## config.mk

```make
export PLATFORM = sky130hd
export DESIGN_NAME = fetch_queue
export DESIGN_NICKNAME = d
export VERILOG_FILES = /design/src/rtl/fetch_queue.sv
export SDC_FILE = /design/constraint.sdc
export NUM_CORES = 1
export LEC_CHECK = 0
export BUFFER_PORTS_ARGS = -buffer_cell sky130_fd_sc_hd__buf_4
export CAP_MARGIN = 20
export CORE_AREA = 2 2 149 78
export DETAILED_ROUTE_END_ITERATION = 8
export DIE_AREA = 0 0 151 80
export PLACE_DENSITY = 0.82
export SYNTH_ARGS = -nofsm -noshare
export SYNTH_HDL_FRONTEND = slang
export SYNTH_SLANG_ARGS = --single-unit
```

## constraint.sdc

```tcl
create_clock -name clk -period 4.2 [get_ports clk]
set_input_delay 0.84 -clock clk [delete_from_list [all_inputs] [get_ports clk]]
set_output_delay 0.84 -clock clk [all_outputs]
set_load 0.03 [all_outputs]
```

## src/rtl/fetch_queue.sv

```systemverilog
// Fetch queue: issues sequential instruction-memory reads and buffers {pc, inst} pairs for decode.
// Latency: a request in cycle N is written at the end of N+1, so it is visible to decode in N+2. There is no bypass.
// Backpressure: requests stop once queued plus in-flight entries reach DEPTH. A redirect flushes the queue and drops the response arriving that cycle.
//
// Ports:
//   clk, rst              clock; synchronous active-low reset
//   EX_taken, EX_alt_pc   redirect request and target from execute
//   IM_req, IM_addr       instruction-memory read request and address
//   IM_inst               read data, returned the cycle after IM_req
//   D_valid, D_ready      head-entry handshake toward decode
//   D_pc, D_inst          head entry contents
//   FQ_count              occupied entries
module fetch_queue #(
  parameter int XLEN     = 32,
  parameter int PC_BITS  = 5,
  parameter int DEPTH    = 4,
  parameter int RESET_PC = 0
) (
  input  logic                     clk,
  input  logic                     rst,
  input  logic                     EX_taken,
  input  logic [PC_BITS-1:0]       EX_alt_pc,
  output logic                     IM_req,
  output logic [PC_BITS-1:0]       IM_addr,
  input  logic [XLEN-1:0]          IM_inst,
  output logic                     D_valid,
  input  logic                     D_ready,
  output logic [PC_BITS-1:0]       D_pc,
  output logic [XLEN-1:0]          D_inst,
  output logic [$clog2(DEPTH):0]   FQ_count
);

  localparam int PW = $clog2(DEPTH);

  logic [PC_BITS-1:0] fetch_pc;
  logic               req_q;
  logic [PC_BITS-1:0] req_pc_q;
  logic [PW-1:0]      rd_ptr;
  logic [PW-1:0]      wr_ptr;
  logic [PW:0]        count;

  logic [PC_BITS-1:0] pc_mem   [DEPTH];
  logic [XLEN-1:0]    inst_mem [DEPTH];

  logic [PW+1:0]      occupancy;
  logic               push;
  logic               pop;

  // The in-flight request is counted as occupied so its response always has a slot.
  assign occupancy = {1'b0, count} + {{(PW+1){1'b0}}, req_q};

  assign IM_req   = rst & ~EX_taken & (occupancy < (PW+2)'(DEPTH));
  assign IM_addr  = fetch_pc;

  // Outputs are forced idle during reset so decode never sees stale state.
  assign D_valid  = rst & (count != '0);
  assign D_pc     = pc_mem[rd_ptr];
  assign D_inst   = inst_mem[rd_ptr];
  assign FQ_count = rst ? count : '0;

  // A redirect discards both the arriving response and any pop in the same cycle.
  assign push = rst & req_q & ~EX_taken;
  assign pop  = D_valid & D_ready & ~EX_taken;

  always_ff @(posedge clk) begin
    if (!rst) begin
      fetch_pc <= PC_BITS'(RESET_PC);
      req_q    <= 1'b0;
      req_pc_q <= '0;
      rd_ptr   <= '0;
      wr_ptr   <= '0;
      count    <= '0;
    end else if (EX_taken) begin
      fetch_pc <= EX_alt_pc;
      req_q    <= 1'b0;
      rd_ptr   <= '0;
      wr_ptr   <= '0;
      count    <= '0;
    end else begin
      req_q <= IM_req;
      if (IM_req) begin
        fetch_pc <= fetch_pc + PC_BITS'(1);
        req_pc_q <= fetch_pc;
      end
      if (push) wr_ptr <= wr_ptr + PW'(1);
      if (pop)  rd_ptr <= rd_ptr + PW'(1);
      case ({push, pop})
        2'b10:   count <= count + (PW+1)'(1);
        2'b01:   count <= count - (PW+1)'(1);
        default: count <= count;
      endcase
    end
  end

  // Entry storage carries no reset; only the pointers and count define validity.
  always_ff @(posedge clk) begin
    if (push) begin
      pc_mem[wr_ptr]   <= req_pc_q;
      inst_mem[wr_ptr] <= IM_inst;
    end
  end

endmodule

```

==> summary.md, run 1 <==
| Metric | Value |
|---|---|
| Final setup fails | 0 |
| Max Cap Viol | 0 |
| Final period util | 0.7375 |
| Largest net degree at the start of global routing | 38 |
| GPL Wtd Cong | 0.8928 |
| Clock latency on the worst-skew pair | 430 ps |
| Bufs on Longest Clock Path | 2 |
| Critical Setup Path Class | reg2out |
| Area growth, synth to finish | 21.37% |
| Pwr Total | 3.485 mW |
| Syn Std Cell Area | 6364 µm² |
| Wire per inst | 21.01 µm |
| Slowest stage cell, crit path | dfxtp_2 |
| Mapped Avg Cell Area | 20.20 µm² |
| Post-DR vias/cell | 5.878 |
| Synth top area cells | edfxtp_1, mux4_2, dfxtp_1 |
| Crit. End Element | primary output |
| Share of post-route cells with drive strength above 1 | 0.4010 |
| Clock slew at reported path FFs | 70 ps |
| Final #Nets | 454 |
| Final hold vios | 0 |
| Chip Height | 80 µm |
| DP Wirelength | 7231 µm |
| Total clock buffers created by CTS | 17 |
| Critical-path cell list | buf_12 -> mux4_2 -> buf_4 |
| Leakage | 2.642 nW |
| CP bufs+invs | 2 |
| Sequential-to-total area share from yosys stat | 0.7613 |
| First-pass GRT wire length | 18370 µm |
| VDD IR max | 0.2119 mV |
| Chip width | 151 µm |
| Pwr/cell area | 451.3 nW/µm² |
| GR Util met2 | 0.3082 |
| Initial antenna violation count | 0 |
| Mapped Nets | 363 |
| Via Count | 3315 |
| Max Slew Vio Count | 0 |
| Fillers | 645 |
| Met3 Usage GRT | 0.07600 |
| Worst Tran Pin Value | 1005 ps |
| Ports | 88 |
| WL final | 11850 µm |
| Vias in the first global route | 3350 |
| Worst Path Arrival | 2260 ps |
| CP delay by family, top | flip-flops |
| CTS sink count | 168 |
| CTS root buf | clkbuf_16 |
| Status | complete, no violations |
| Hold Path Class | reg2reg |
| Area leader, netlist | edfxtp_1 |
| DR pass1 iterations | 5 |
| Hold_buf cts | 0 |
| Postcts setup bufs | 0 |
| Antenna Nets Post-Route | 0 |
| Unrepaired setup endpoints after global routing | false |
| CP startpoint kind | flip-flop |
| DRC | 0 |
| Total core area | 10740 µm² |
| Die ar. | 12080 µm² |
| Cell count after synthesis | 315 |
| Period minus WS final | 3098 ps |
| Total negative setup slack | 0 ps |
| # rows | 27 |
| GR peak layer | met1 |
| Met1 usage | 0.3110 |
| GRT overflow | 0 |
| Req. time, crit path | 3360 ps |
| Clock Skews | 11.12 ps |
| Post-CTS sizing | 0 |
| Yosys warning total | 0 |
| H-tree lvl count | 4 |
| Synth cell types | 31 |
| Initial drt markers | 287 |
| CTS tree | done |
| Initial cell density of the core | 0.5924 |
| Worst stage delay on the critical path | 790 ps |
| Diodes inserted | 0 |
| CP Max Fanout | 19 |
| Port buffer count | 87 |
| Yosys reg bits | 168 |
| Synth top area share | 0.6984 |
| Worst slew margin | 0.3303 |
| Max Clock Freq | 322.8 MHz |
| GRT Overall Usage | 0.2146 |
==> Yosys cell counts <==
library cell,instances
o21ai_0,6
nand2_1,4
and2b_2,1
buf_6,2
nor3b_2,1
edfxtp_1,148
inv_1,8
xnor2_1,1
o211ai_1,1
nand4b_1,2
xor2_1,2
dfxtp_1,20
ha_1,6
nand3_1,15
a41oi_1,1
a31o_2,1
clkbuf_1,8
mux2i_1,2
fa_1,1
or4_1,2
nor2_1,9
a21oi_1,9
o2111ai_1,4
nand4_1,6
or3_2,1
mux4_2,37
or3_1,3
buf_2,6
and2_1,1
or3b_4,1
and3_1,6
==> cells in the final DEF, fill, tap and decap left out, drive strengths merged, types with 2 or more instances in the layout <==
master	count
o2111ai	4
inv	17
nand2	4
or4	2
a21oi	9
o21ai	6
or3	4
buf	88
mux2i	2
clkbuf	17
and3	6
xor2	2
edfxtp	148
nor2	9
clkinv	4
nand4	6
nand4b	2
ha	6
dfxtp	20
mux4	37
nand3	15
==> worst reg2reg max path, delay by kind of cell, from the launching register on <==
family / cells / cell delay (ps)
DFF: 1 / 550
adders and majority gates: 2 / 580
AOI/OAI and AO/OA: 1 / 130
xor gates and xnor gates: 1 / 160
and+or+nand+nor: 3 / 700
buffers and inverters: 1 / 60
==> final cells by class <==
cell class / count / area (µm²) / area share
Timing Repair Buffer: 88 / 673.1 / 0.08715
Tap cell: 145 / 181.4 / 0.02349
Clock inverter: 15 / 155.1 / 0.02009
Sequential cell: 168 / 4847 / 0.6276
Multi-Input combinational cell: 123 / 1411 / 0.1827
Clock buffer: 17 / 425.4 / 0.05508
Inverter: 8 / 30.03 / 0.003888
==> metal layers <==
layer | part of all wire | up-vias
met2 | 0.45 | 161
met5 | 0 | -
met4 | 0.0061 | 0
met3 | 0.10 | 8
met1 | 0.44 | 1672
li1 | - | 1474
==> path summary, 6_finish.rpt <==
| check | from | to | slack, ps | depth (start not counted) |
|---|---|---|---|---|
| setup / recovery | flip-flop | D_inst[10] | 1100 | 3 |
| hold reg to reg | rd_ptr[1]$_SDFFE_PP0P_ | flip-flop | 480 | 1 |
| hold / removal | rd_ptr[1]$_SDFFE_PP0P_ | flip-flop | 480 | 1 |
| setup reg to reg | count[2]$_SDFFE_PP0P_ | count[2]$_SDFFE_PP0P_ | 1950 | 8 |
==> flip-flops by register name, indices dropped and copies added (netlist names), named ones only <==
| name | count |
|---|---|
| inst_mem | 128 |
| pc_mem | 20 |
| IM_addr | 5 |
| req_pc_q | 5 |
| count | 3 |
| rd_ptr | 2 |
| wr_ptr | 2 |
| req_q | 1 |
==> power breakdown <==
part	internal, mW	leakage [nW]	switching (mW)
Sequential	1.83	1.52	0.0116
Combinational	0.0517	0.836	0.0675
Clock	0.841	0.285	0.686
==> metrics by stage <==
step,utilization,area [µm²],setup WS (ps),instances,hold WS [ps]
after floorplan,-,6364,1439,315,426.6
after global placement,0.6649,7143,1508,532,438.3
after detailed placement,0.6649,7143,1439,532,458.4
after CTS,0.7190,7724,1020,564,470.5
after global routing,0.7190,7724,942.3,564,515.1
final,0.7190,7724,1102,564,478.2
==> kinds of logic (layout without fill, tap and decap cells) <==
kind of cell               count (synthesis)  in the layout  share of synthesized area
AOI/OAI and AO/OA                         22             22                    0.02123
xor gates and xnor gates                   3              3                   0.004130
adders and majority gates                  7              7                    0.01494
buffers and inverters                     24            128                    0.01770
DFF                                      168            168                     0.7613
muxes                                     39             39                     0.1341
and+or+nand+nor                           52             52                    0.04660
No activity file was read; power rests on OpenSTA's default activity.
==> run 2: changes to the inputs <==
Settings changed: CORE_AREA 2 2 149 78 to 2 2 153 80, DIE_AREA 0 0 151 80 to 0 0 155 82, PLACE_DENSITY 0.82 to 0.78.
Clock period 4.2 ns to 2.9 ns, I/O delays scaled along.
==> run 2 against run 1 <==
  * Combinational power up 45%
  * Clock-buffer cell count unchanged
  * Cell count up 2.0%
  * Largest cell class unchanged
  * Largest power group unchanged
==> summary.md, run 2 (synthesized netlist as in run 1, its figures left out) <==
| Metric | Value |
|---|---|
| DRC | 0 |
| Chip Height | 82 µm |
| Period minus WS final | 2440 ps |
| Setup WS post-layout | 459.7 ps |
| First-pass GRT wire length | 18740 µm |
| Antenna Nets Post-Route | 0 |
| GR Util met2 | 0.3022 |
| DR pass1 iterations | 5 |
| Largest regs | inst_mem (128), pc_mem (20) |
| Final hold vios | 0 |
| Largest register by flop count | inst_mem |
| GRT Overall Usage | 0.2030 |
| Largest net degree at the start of global routing | 38 |
| Area growth, synth to finish | 22.91% |
| Postcts setup bufs | 0 |
| Max Clock Freq | 409.8 MHz |
| Final setup fails | 0 |
| Worst Tran Pin Value | 618.4 ps |
| Critical Setup Path Class | reg2out |
| CP Max Fanout | 18 |
| Wire per inst | 20.55 µm |
| Hold_buf cts | 0 |
| Worst slew margin | 0.5859 |
| Initial cell density of the core | 0.5555 |
| Share of post-route cells with drive strength above 1 | 0.4047 |
| Commonest non-fill, non-tap cells in the layout | edfxtp_1, buf_4, mux4_2 |
| Total core area | 11460 µm² |
| CTS sink count | 168 |
| Leakage | 2.676 nW |
| Initial drt markers | 255 |
| Worst Hold Path Cells | 1 |
| Leading cell type in the layout, fill and taps excluded | edfxtp_1 |
| Flop2flop setup slack | 620 ps |
| Clock Skews | 12.66 ps |
| Max Cap Viol | 0 |
| Final #Nets | 460 |
| Req. time, crit path | 2320 ps |
| Crit. End Element | primary output |
| Clock latency on the worst-skew pair | 410 ps |
| Bufs on Longest Clock Path | 2 |
| Pwr/cell area | 652.5 nW/µm² |
| Vias in the first global route | 3398 |
| Dpl ws | 402.3 ps |
| CP startpoint kind | flip-flop |
| GR peak layer | met2 |
| Port buffer count | 87 |
| Diodes inserted | 0 |
| Worst Path Arrival | 1860 ps |
| GRT overflow | 0 |
| DP Wirelength | 7170 µm |
| Chip width | 155 µm |
| WL final | 11820 µm |
| R2R depth | 8 |
| Via Count | 3372 |
| Post-CTS sizing | 0 |
| Initial antenna violation count | 0 |
| Ports | 88 |
| CTS root buf | clkbuf_16 |
| # rows | 28 |
| VDD IR max | 0.3384 mV |
| Status | complete, no violations |
| CTS tree | done |
| Met1 usage | 0.2944 |
| Final period util | 0.8415 |
| Hold Path Class | in2reg |
| Met3 Usage GRT | 0.05858 |
| Total negative setup slack | 0 ps |
| H-tree lvl count | 4 |
| Clock slew at reported path FFs | 70 ps |
| Total clock buffers created by CTS | 17 |
| Max FFs per register | 128 |
| Post-DR vias/cell | 5.864 |
| GPL Wtd Cong | 0.9151 |
| Die ar. | 12710 µm² |
| Max Slew Vio Count | 0 |
| Unrepaired setup endpoints after global routing | false |
run 2: cell count changes in the layout (fill, tap and decap cells not counted), sizes merged:
cell	change
buf	+6
inv	-6
clkinvlp	+3
bufinv	+2
clkinv	+1
run 2: through the flow:
stage / power (mW) / utilization / std cells / instance area (µm²) / hold WS [ps]
global route: 5.255 / 0.6827 / 575 / 7821 / 350.2
global placement: 2.879 / 0.6302 / 543 / 7219 / 441.2
floorplan: 2.789 / - / 315 / 6364 / 426.6
detailed placement: 2.888 / 0.6302 / 543 / 7219 / 444.8
CTS: 5.144 / 0.6827 / 575 / 7821 / 351.2
finish: 5.104 / 0.6827 / 575 / 7821 / 368.5
run 2: routing by layer:
layer | share of wire | up-vias
met1 | 0.46 | 1741
met5 | 0 | -
met3 | 0.076 | 8
met2 | 0.45 | 143
met4 | 0.0060 | 0
li1 | - | 1480
run 2: layout make-up:
cell class	count	area, µm²
clock buffers	17	425.4
clock inverters	15	176.4
fillers	744	3635
inverters	8	30.03
multi-input cells	123	1411
flip-flops and latches	168	4847
well taps	150	187.7
repair buffers	94	743.2
run 2: power by group:
| part | internal [mW] | switching, mW |
|---|---|---|
| combinational | 0.0754 | 0.0965 |
| sequential | 2.65 | 0.0176 |
| clock | 1.36 | 0.910 |
run 2: critical path: stages (launching register included):
cell and delay, ps:
dfxtp_2 530, buf_4 350, mux4_2 380, buf_4 190
run 2: path summary, 6_finish.rpt:
kind / start / endpoint
setup / recovery: flip-flop / D_inst[28]
hold / removal: IM_inst[2] / inst_mem[2][2]$_DFFE_PP_
setup reg to reg: count[2]$_SDFFE_PP0P_ / count[2]$_SDFFE_PP0P_
hold reg to reg: req_pc_q[0]$_SDFFE_PN0P_ / pc_mem[0][0]$_DFFE_PP_
==> run 3: changes to the inputs <==
Clock period 2.9 ns to 2.3 ns, I/O delays scaled along.
==> run 3 against run 2 <==
  * Hold slack worse by 120 ps
  * Clock power up 21%
  * Register-to-register slack worse by 450 ps
  * Cell count up 1.4%
  * Sequential power up 26%
  * Sequential share of layout area down 0.66 points
  * Global-route usage down 0.15 points
  * Utilization up 0.73 points
  * Clock skew down 2.9 ps
  * First-iteration DRC count down 15%
  * Critical endpoint is now D_inst[0]
  * Largest power group unchanged
==> summary.md, run 3 (synthesized netlist as in run 1, its figures left out) <==
| Metric | Value |
|---|---|
| Crit. End Element | primary output |
| Dpl cells | 551 |
| DRC | 0 |
| Largest register by flop count | inst_mem |
| Largest net degree at the start of global routing | 38 |
| Commonest non-fill, non-tap cells in the layout | edfxtp_1, buf_4, mux4_2 |
| Final hold vios | 0 |
| Leading cell type in the layout, fill and taps excluded | edfxtp_1 |
| Power share of the clock group | 0.433 |
| Multi-input logic area | 1413 µm² |
| GPL Wtd Cong | 0.8913 |
| First-pass GRT wire length | 18590 µm |
| Diodes inserted | 0 |
| Flop2flop setup slack | 170 ps |
| Initial antenna violation count | 0 |
| Final #Nets | 468 |
| Total negative setup slack | 0 ps |
| Clock Skews | 9.801 ps |
| Req. time, crit path | 1840 ps |
| Initial cell density of the core | 0.5555 |
| Ports | 88 |
| Max Slew Vio Count | 0 |
| Pwr/cell area | 799.7 nW/µm² |
| Max Clock Freq | 451.5 MHz |
| CP bufs+invs | 2 |
| Clock slew at reported path FFs | 60 ps |
| Die ar. | 12710 µm² |
| Worst Path Arrival | 1750 ps |
| DP Wirelength | 7665 µm |
| Leakage | 2.725 nW |
| Post-DR vias/cell | 5.717 |
| Max FFs per register | 128 |
| # rows | 28 |
| VDD IR max | 0.5834 mV |
| Worst stage delay on the critical path | 570 ps |
| Comb pwr share | 0.036 |
| Max Cap Viol | 0 |
| WL final | 12210 µm |
| Sequential Power Share | 0.531 |
| Antenna Nets Post-Route | 0 |
| Largest regs | inst_mem (128), pc_mem (20) |
| Clock latency on the worst-skew pair | 410 ps |
| Worst slew margin | 0.6005 |
| CTS sink count | 168 |
| Sw Pwr | 1.278 mW |
| Chip Height | 82 µm |
| Total core area | 11460 µm² |
| Period minus WS final | 2215 ps |
| Critical Setup Path Class | reg2out |
| Area growth, synth to finish | 24.22% |
| Final Util | 0.6900 |
| Net Sw Frac | 0.2021 |
| Final period util | 0.9630 |
| CP delay by family, top | multiplexers |
| Critical-path cell list | buf_8 -> mux4_2 -> buf_4 |
| DR pass1 iterations | 5 |
| Non-Filler Instances | 583 |
| Worst Tran Pin Value | 596.6 ps |
| Pwr Total | 6.322 mW |
| Pint | 5.044 mW |
| Bufs on Longest Clock Path | 2 |
| Status | complete, no violations |
| CP startpoint kind | flip-flop |
| Share of post-route cells with drive strength above 1 | 0.4180 |
| Final setup fails | 0 |
| Wire per inst | 20.94 µm |
| Port buffer count | 87 |
| Initial drt markers | 216 |
| CTS root buf | clkbuf_16 |
| Slowest stage cell, crit path | mux4_2 |
| Chip width | 155 µm |
| Hold Path Class | in2reg |
| CP Max Fanout | 16 |
| CTS tree | done |
| Unrepaired setup endpoints after global routing | false |
| GRT overflow | 0 |
| Vias in the first global route | 3327 |
| Total clock buffers created by CTS | 17 |
| Via Count | 3333 |
| H-tree lvl count | 4 |
| Fillers | 742 |
| GRT Overall Usage | 0.2015 |
| Postcts setup bufs | 0 |
| Seq. cell area | 4847 µm² |
run 3: cell count changes in the layout (fill, tap and decap cells not counted), moves of 2 or more:
cell        delta
buf_4          +4
buf_12         +3
clkinv_4       +3
clkinvlp_4     -2
run 3: layout make-up:
type / count / area share
flip-flops and latches: 168 / 0.6132
multi-input cells: 123 / 0.1787
repair buffers: 102 / 0.1073
clock buffers: 18 / 0.05429
well taps: 150 / 0.02374
clock inverters: 14 / 0.01899
inverters: 8 / 0.003799
run 3: layer usage:
layer | global-route usage | part of all wire
met5 | 0 | 0
met4 | 0.06667 | 0.0070
met1 | 0.2835 | 0.45
met3 | 0.05224 | 0.063
met2 | 0.3151 | 0.47
run 3: worst paths after layout:
| check | start | end | cells after the start |
|---|---|---|---|
| max | flip-flop | D_inst[0] | 3 |
| min | IM_inst[22] | inst_mem[2][22]$_DFFE_PP_ | 1 |
| max reg2reg | count[0]$_SDFFE_PP0P_ | count[2]$_SDFFE_PP0P_ | 8 |
| min reg2reg | rd_ptr[1]$_SDFFE_PP0P_ | flip-flop | 1 |
run 3: worst reg2reg max path, stage by stage (launching register included):
cell and delay [ps]:
dfxtp_1 420, or3_1 210, and3_1 180, ha_1 190
inv_1 60, fa_1 370, xor2_1 160, or3_1 320
a21oi_1 140
run 3: per-stage QoR:
stage | hold slack [ps] | cell area, µm² | worst slack (ps)
2_1_floorplan | 426.6 | 6370 | 7.985
3_3_place_gp | 431.8 | 7317 | 97.61
3_5_place_dp | 462.0 | 7317 | 52.01
4_1_cts | 234.2 | 7900 | 20.96
5_1_grt | 233.6 | 7905 | 12.92
6_report | 249.5 | 7905 | 85.03
run 3: repair_timing:
item | in CTS | in global routing
resized for setup | 1 | 2
setup endpoints to repair | 15 | 3
hold buffers | 0 | 0
run 3: power groups by stage:
stage | logic, mW | clock network (mW) | registers, mW
floorplan | 0.0873 | 0 | 3.43
global placement | 0.214 | 0 | 3.42
detailed placement | 0.224 | 0 | 3.42
CTS | 0.226 | 2.80 | 3.36
global route | 0.241 | 2.91 | 3.36
finish | 0.225 | 2.74 | 3.36
